[config.mk]
export PLATFORM = sky130hd
export DESIGN_NAME = tt_um_counter_seq_ctrl
export DESIGN_NICKNAME = d
export VERILOG_FILES = /design/src/rtl/tt_um_counter_seq_ctrl.sv
export SDC_FILE = /design/constraint.sdc
export NUM_CORES = 1
export LEC_CHECK = 0
export CAP_MARGIN = 20
export CORE_ASPECT_RATIO = 1.5
export CORE_MARGIN = 2
export CORE_UTILIZATION = 40
export CTS_CLUSTER_DIAMETER = 80
export CTS_CLUSTER_SIZE = 16
export DETAILED_ROUTE_END_ITERATION = 6
export PLACE_DENSITY = 0.7
export SETUP_SLACK_MARGIN = 0.15
export SLEW_MARGIN = 0
export SYNTH_ARGS = -nofsm -noshare
export SYNTH_HDL_FRONTEND = slang
export SYNTH_SLANG_ARGS = --single-unit
[constraint.sdc]
create_clock -name clk -period 2.1 [get_ports clk]
set_input_delay 0.42 -clock clk [delete_from_list [all_inputs] [get_ports clk]]
set_output_delay 0.42 -clock clk [all_outputs]
set_load 0.005 [all_outputs]
[src/rtl/tt_um_counter_seq_ctrl.sv]
// -----------------------------------------------------------------------------
// tt_um_counter_seq_ctrl
// Start/stop/pause controlled modulo-M up/down counter with a wrap limit.
// A start rising edge in IDLE or DONE latches modulus, wrap limit and direction
// and runs the counter. It stops in DONE after W wraps (W = 0 runs forever).
//
// Ports
//   clk     in   system clock, rising edge
//   rst_n   in   asynchronous active-low reset
//   ena     in   global enable, 0 holds every register
//   ui_in   in   [0] start (rising edge), [1] stop, [2] pause, [3] dir (1 = down),
//                [7:4] prescale P
//   uio_in  in   [3:0] modulus M (0/1 treated as 2), [7:4] wrap limit W
//   uo_out  out  [3:0] count, [5:4] state, [6] busy, [7] wrap pulse
//   uio_out out  constant 0
//   uio_oe  out  constant 0 (all uio pins are inputs)
//
// Optional feature macro: COUNTER_SEQ_PRESCALE_EN
//   defined   : P is latched at start and the count steps once every P+1 RUN cycles
//   undefined : the count steps every RUN cycle and ui_in[7:4] is ignored
// -----------------------------------------------------------------------------
module tt_um_counter_seq_ctrl (
  input  logic       clk,
  input  logic       rst_n,
  input  logic       ena,
  input  logic [7:0] ui_in,
  input  logic [7:0] uio_in,
  output logic [7:0] uo_out,
  output logic [7:0] uio_out,
  output logic [7:0] uio_oe
);

  localparam logic [1:0] S_IDLE  = 2'd0;
  localparam logic [1:0] S_RUN   = 2'd1;
  localparam logic [1:0] S_PAUSE = 2'd2;
  localparam logic [1:0] S_DONE  = 2'd3;

  logic [1:0] state_q, state_d;
  logic [3:0] count_q, count_d;
  logic [3:0] wcnt_q, wcnt_d;
  logic [3:0] m_q, m_d;
  logic [3:0] w_q, w_d;
  logic       dir_q, dir_d;
  logic       busy_q, busy_d;
  logic       wrap_q, wrap_d;
  logic       start_s_q, start_p_q, arm_q;

  logic       stop, pause, start_edge, load, tick, step, wrap_hit, done_hit;
  logic [3:0] m_in, count_step;

`ifdef COUNTER_SEQ_PRESCALE_EN
  logic [3:0] p_q, p_d;
  logic [3:0] presc_q, presc_d;
  assign tick = (presc_q == p_q);
`else
  logic unused_prescale;
  assign unused_prescale = &{1'b0, ui_in[7:4]};
  assign tick = 1'b1;
`endif

  assign stop  = ui_in[1];
  assign pause = ui_in[2];

  // arm_q blocks a start held high across reset from looking like a rising
  // edge: it only sets once start has been seen low.
  assign start_edge = start_s_q & ~start_p_q & arm_q;
  assign load       = start_edge & ~stop & ((state_q == S_IDLE) | (state_q == S_DONE));

  assign m_in = (uio_in[3:0] < 4'd2) ? 4'd2 : uio_in[3:0];

  assign step     = (state_q == S_RUN) & ~stop & ~pause & tick;
  assign wrap_hit = step & (dir_q ? (count_q == 4'd0) : (count_q == m_q - 4'd1));
  assign done_hit = wrap_hit & (w_q != 4'd0) & ((wcnt_q + 4'd1) == w_q);

  always_comb begin
    if (dir_q) count_step = (count_q == 4'd0) ? (m_q - 4'd1) : (count_q - 4'd1);
    else       count_step = (count_q == m_q - 4'd1) ? 4'd0 : (count_q + 4'd1);
  end

  // Next-state logic: stop beats pause beats start.
  always_comb begin
    state_d = state_q;
    if (stop) begin
      state_d = S_IDLE;
    end else begin
      case (state_q)
        S_IDLE, S_DONE: if (start_edge) state_d = S_RUN;
        S_RUN: begin
          if (pause)         state_d = S_PAUSE;
          else if (done_hit) state_d = S_DONE;
        end
        S_PAUSE: if (!pause) state_d = S_RUN;
        default: state_d = S_IDLE;
      endcase
    end
  end

  // Counter datapath and latched configuration.
  always_comb begin
    count_d = count_q;
    wcnt_d  = wcnt_q;
    m_d     = m_q;
    w_d     = w_q;
    dir_d   = dir_q;
`ifdef COUNTER_SEQ_PRESCALE_EN
    p_d     = p_q;
    presc_d = presc_q;
`endif
    if (stop) begin
      count_d = 4'd0;
      wcnt_d  = 4'd0;
`ifdef COUNTER_SEQ_PRESCALE_EN
      presc_d = 4'd0;
`endif
    end else if (load) begin
      count_d = 4'd0;
      wcnt_d  = 4'd0;
      m_d     = m_in;
      w_d     = uio_in[7:4];
      dir_d   = ui_in[3];
`ifdef COUNTER_SEQ_PRESCALE_EN
      p_d     = ui_in[7:4];
      presc_d = 4'd0;
`endif
    end else if (step) begin
      count_d = count_step;
      if (wrap_hit) wcnt_d = wcnt_q + 4'd1;
`ifdef COUNTER_SEQ_PRESCALE_EN
      presc_d = 4'd0;
`endif
    end else if ((state_q == S_RUN) && !pause) begin
`ifdef COUNTER_SEQ_PRESCALE_EN
      presc_d = presc_q + 4'd1;
`endif
    end
  end

  // Output logic, registered alongside the state.
  always_comb begin
    busy_d = (state_d == S_RUN) | (state_d == S_PAUSE);
    wrap_d = wrap_hit;
  end

  always_ff @(posedge clk or negedge rst_n) begin
    if (!rst_n) begin
      state_q   <= S_IDLE;
      count_q   <= 4'd0;
      wcnt_q    <= 4'd0;
      m_q       <= 4'd0;
      w_q       <= 4'd0;
      dir_q     <= 1'b0;
      busy_q    <= 1'b0;
      wrap_q    <= 1'b0;
      start_s_q <= 1'b0;
      start_p_q <= 1'b0;
      arm_q     <= 1'b0;
`ifdef COUNTER_SEQ_PRESCALE_EN
      p_q       <= 4'd0;
      presc_q   <= 4'd0;
`endif
    end else if (ena) begin
      state_q   <= state_d;
      count_q   <= count_d;
      wcnt_q    <= wcnt_d;
      m_q       <= m_d;
      w_q       <= w_d;
      dir_q     <= dir_d;
      busy_q    <= busy_d;
      wrap_q    <= wrap_d;
      start_s_q <= ui_in[0];
      start_p_q <= start_s_q;
      arm_q     <= arm_q | ~ui_in[0];
`ifdef COUNTER_SEQ_PRESCALE_EN
      p_q       <= p_d;
      presc_q   <= presc_d;
`endif
    end
  end

  assign uo_out  = {wrap_q, busy_q, state_q, count_q};
  assign uio_out = 8'h00;
  assign uio_oe  = 8'h00;

endmodule

==> reports/metrics.yaml <==
clock_network:
  clk_pin_slew_worst_paths_ns: 0.09
  cts_sinks: 24
  cts.htree.levels: 1
  clk_path_buf_depth: 2
  ctsHoldBuffers: 0
  numCtsBuffers: 3
  clockRootBuffer: "clkbuf_8"
  insertion_delay_ns: 0.26
  cts_tree: "built"
logic_synthesis:
  syn_area_um2: 1630
  synth-edff-count: 0
  synth_seq_cells: 24
  synth_cells: 172
  ys_types: 43
  syn_area_per_cell_um2: 9.49
  async_reset_ff_frac: 1.00
  synth-main-ff-cell: "dfrtp_1"
  ys_seq_area_frac: 0.368
  ys_warn_count: 0
power_and_ir_drop:
  vdd_drop_max_mv: 0.578
  combinationalPowerShare: 0.475
  p_int_mw: 1.22
  p_seq_frac: 0.363
  p_clk_frac: 0.163
  netSwitchingFraction: 0.359
  powerDensity_nw_per_um2: 929
  power_leakage_nw: 0.874
  power.switching_mw: 0.682
job:
  maxCapViolCount: 0
drt:
  postRouteWirelength_um: 3290
  drtIter0Drc: 10
  num_vias: 1291
  routedWlPerCell_um: 13.1
  firstDrtPassIters: 4
  via_per_inst: 5.14
  drc_errors: 0
  ant_nets: 0
placed_design:
  dp_slack_ns: -0.0809
  gp_congestion: 0.793
  postPlaceCellArea_um2: 1930
  dpl.hpwl_um: 2550
  portBuffers: 22
critical_path:
  cp.depth: 7
  worstPathArrival_ns: 2.07
  worstSetupPathType: "flip-flop to flip-flop"
  worstPathMaxFanout: 8
  cpPeakStageDelay_ns: 0.40
  r2r_start: "m_q[1]"
  worst_r2r_path_depth: 7
  rrSetupSlack_ns: 0.15
  crit_family: "compound AO/OA/AOI/OAI gates"
  crit_required_ns: 2.22
  path_cells: "inv_1 -> ha_2 -> xnor2_1 -> nor4_2 -> a22o_2 -> a31oi_1 -> o21ai_0"
  end_kind: "flip-flop"
  r2r-end: "state_q[0]"
  path_buf_inv: 1
  cp_slowest_cell: "dfrtp_1"
  start_kind: "flip-flop"
floorplanning:
  rows: 28
  die_x_um: 56.1
  initial_core_util: 0.416
  core_um2: 3920
  die_h_um: 82.2
  design.die.area_um2: 4620
  pin_count: 43
global_route:
  antenna_found_initial: 0
  grt_pass1_wl_um: 5450
  grt-ovfl-total: 0
  grt_pass1_vias: 1241
  grt_start_max_net_pins: 25
  grt_usage: 0.148
final_layout:
  fin_util: 0.522
  final_area_um2: 2050
  nets: 232
  final_layout_size_suffix_gt1_frac: 0.209
  area_growth_pct: 25.5
  n_antenna_cell: 0
  layout_commonest_cell: "dfrtp_1"
  final_cell_mix: "24 x dfrtp_1, 22 x clkdlybuf4s50_1, 16 x o21ai_0, 16 x conb_1, 15 x buf_4"
min_path:
  hold_start: "arm_q"
  hold_class: "flip-flop to flip-flop"
  min_to: "arm_q"
  hold_depth: 1
timing:
  setup_viol: 0
  maxSlewViolCount: 0
  setup_ws_ns: 0.148
  post-route-period-util: 0.930
  finClkSkew_ns: 0.00695
  final_hold_viol_count: 0
  rsz0062_at_grt: "yes"
  fmax_ghz: 0.512
  post-route-min-period_ns: 1.95
outcome:
  status: "finished, final reports clean"
## through the flow
stage	power [mW]	instances	setup TNS, ns	hold slack (ns)
4_1_cts	1.90	251	0	0.487
2_1_floorplan	1.32	187	0	0.124
6_report	1.90	251	0	0.486
3_5_place_dp	1.53	246	-0.0965	0.464
3_3_place_gp	1.52	246	-0.0629	0.464
5_1_grt	2.04	251	0	0.503
## worst max path at each step
stage	end	from	slack, ns
final	state_q[0]	m_q[1]	0.15
after CTS	busy_q	wcnt_q[0]	0.15
after floorplan	busy_q	wcnt_q[0]	0.11
after global routing	busy_q	m_q[1]	0.08
after global placement	busy_q	ui_in[1]	-0.06
after detailed placement	busy_q	ui_in[1]	-0.08
## registers in the layout, summed over array words and instances (netlist names)
register / cells
arm_q: 1
m_q: 4
wcnt_q: 4
start_p_q: 1
dir_q: 1
w_q: 4
start_s_q: 1
wrap_q: 1
busy_q: 1
state_q: 2
count_q: 4
## layer usage
metal / up-vias / routed length (µm) / share of wire / track usage
met5: - / 0 / 0 / 0
met3: 2 / 88 / 0.027 / 0.0156
met2: 22 / 1830 / 0.56 / 0.299
met4: 0 / 26 / 0.0079 / 0.0500
li1: 641 / - / - / -
met1: 626 / 1350 / 0.41 / 0.159
## synth_stat cells, drive strengths merged (2+ instances only)
cell type / instances / area [µm²]
nor3: 4 / 25.0
o21ai: 20 / 100
a22o: 3 / 27.5
nor2b: 2 / 12.5
a32o: 2 / 20.0
ha: 6 / 75.1
nand3: 7 / 35.0
dfrtp: 24 / 601
mux2: 9 / 101
xnor2: 10 / 87.6
o21bai: 3 / 22.5
a21oi: 2 / 10.0
inv: 14 / 52.6
nand2: 8 / 30.0
buf: 21 / 156
nand2b: 2 / 12.5
nor4: 2 / 18.8
xor2: 3 / 26.3
a31oi: 5 / 31.3
or2: 2 / 12.5
nor2: 6 / 22.5
## final cells by class
| cell class | instances | area (µm²) |
|---|---|---|
| Sequential cell | 24 | 601 |
| Timing Repair Buffer | 38 | 353 |
| Tap cell | 45 | 56.3 |
| Multi-Input combinational cell | 126 | 930 |
| Clock buffer | 4 | 55.1 |
| Fill cell | 376 | 1880 |
| Inverter | 14 | 52.6 |
## power groups by stage
stage	logic (mW)	clock network, mW	registers (mW)
3_5_place_dp	0.843	0	0.690
2_1_floorplan	0.660	0	0.656
6_report	0.903	0.309	0.690
3_3_place_gp	0.831	0	0.686
5_1_grt	0.998	0.333	0.706
4_1_cts	0.888	0.324	0.688
## repair_timing
| item | CTS | global route |
|---|---|---|
| buffers inserted | 1 | 0 |
| pin swaps | 9 | 3 |
| endpoints found under the hold margin | 0 | 0 |
| gates resized for setup | 6 | 7 |
| setup endpoints to repair | 11 | 10 |
| cloned | 0 | 0 |
## logic make-up after synthesis
kind of cell | Yosys count | synth area share
mux | 9 | 0.0621
compound gates | 42 | 0.167
simple gates | 39 | 0.133
xor+xnor | 14 | 0.0844
fa+ha+maj | 6 | 0.0460
other cells | 1 | 0.00230
flops | 24 | 0.368
buf+inv | 37 | 0.137
(Power assumes the default switching activity.)
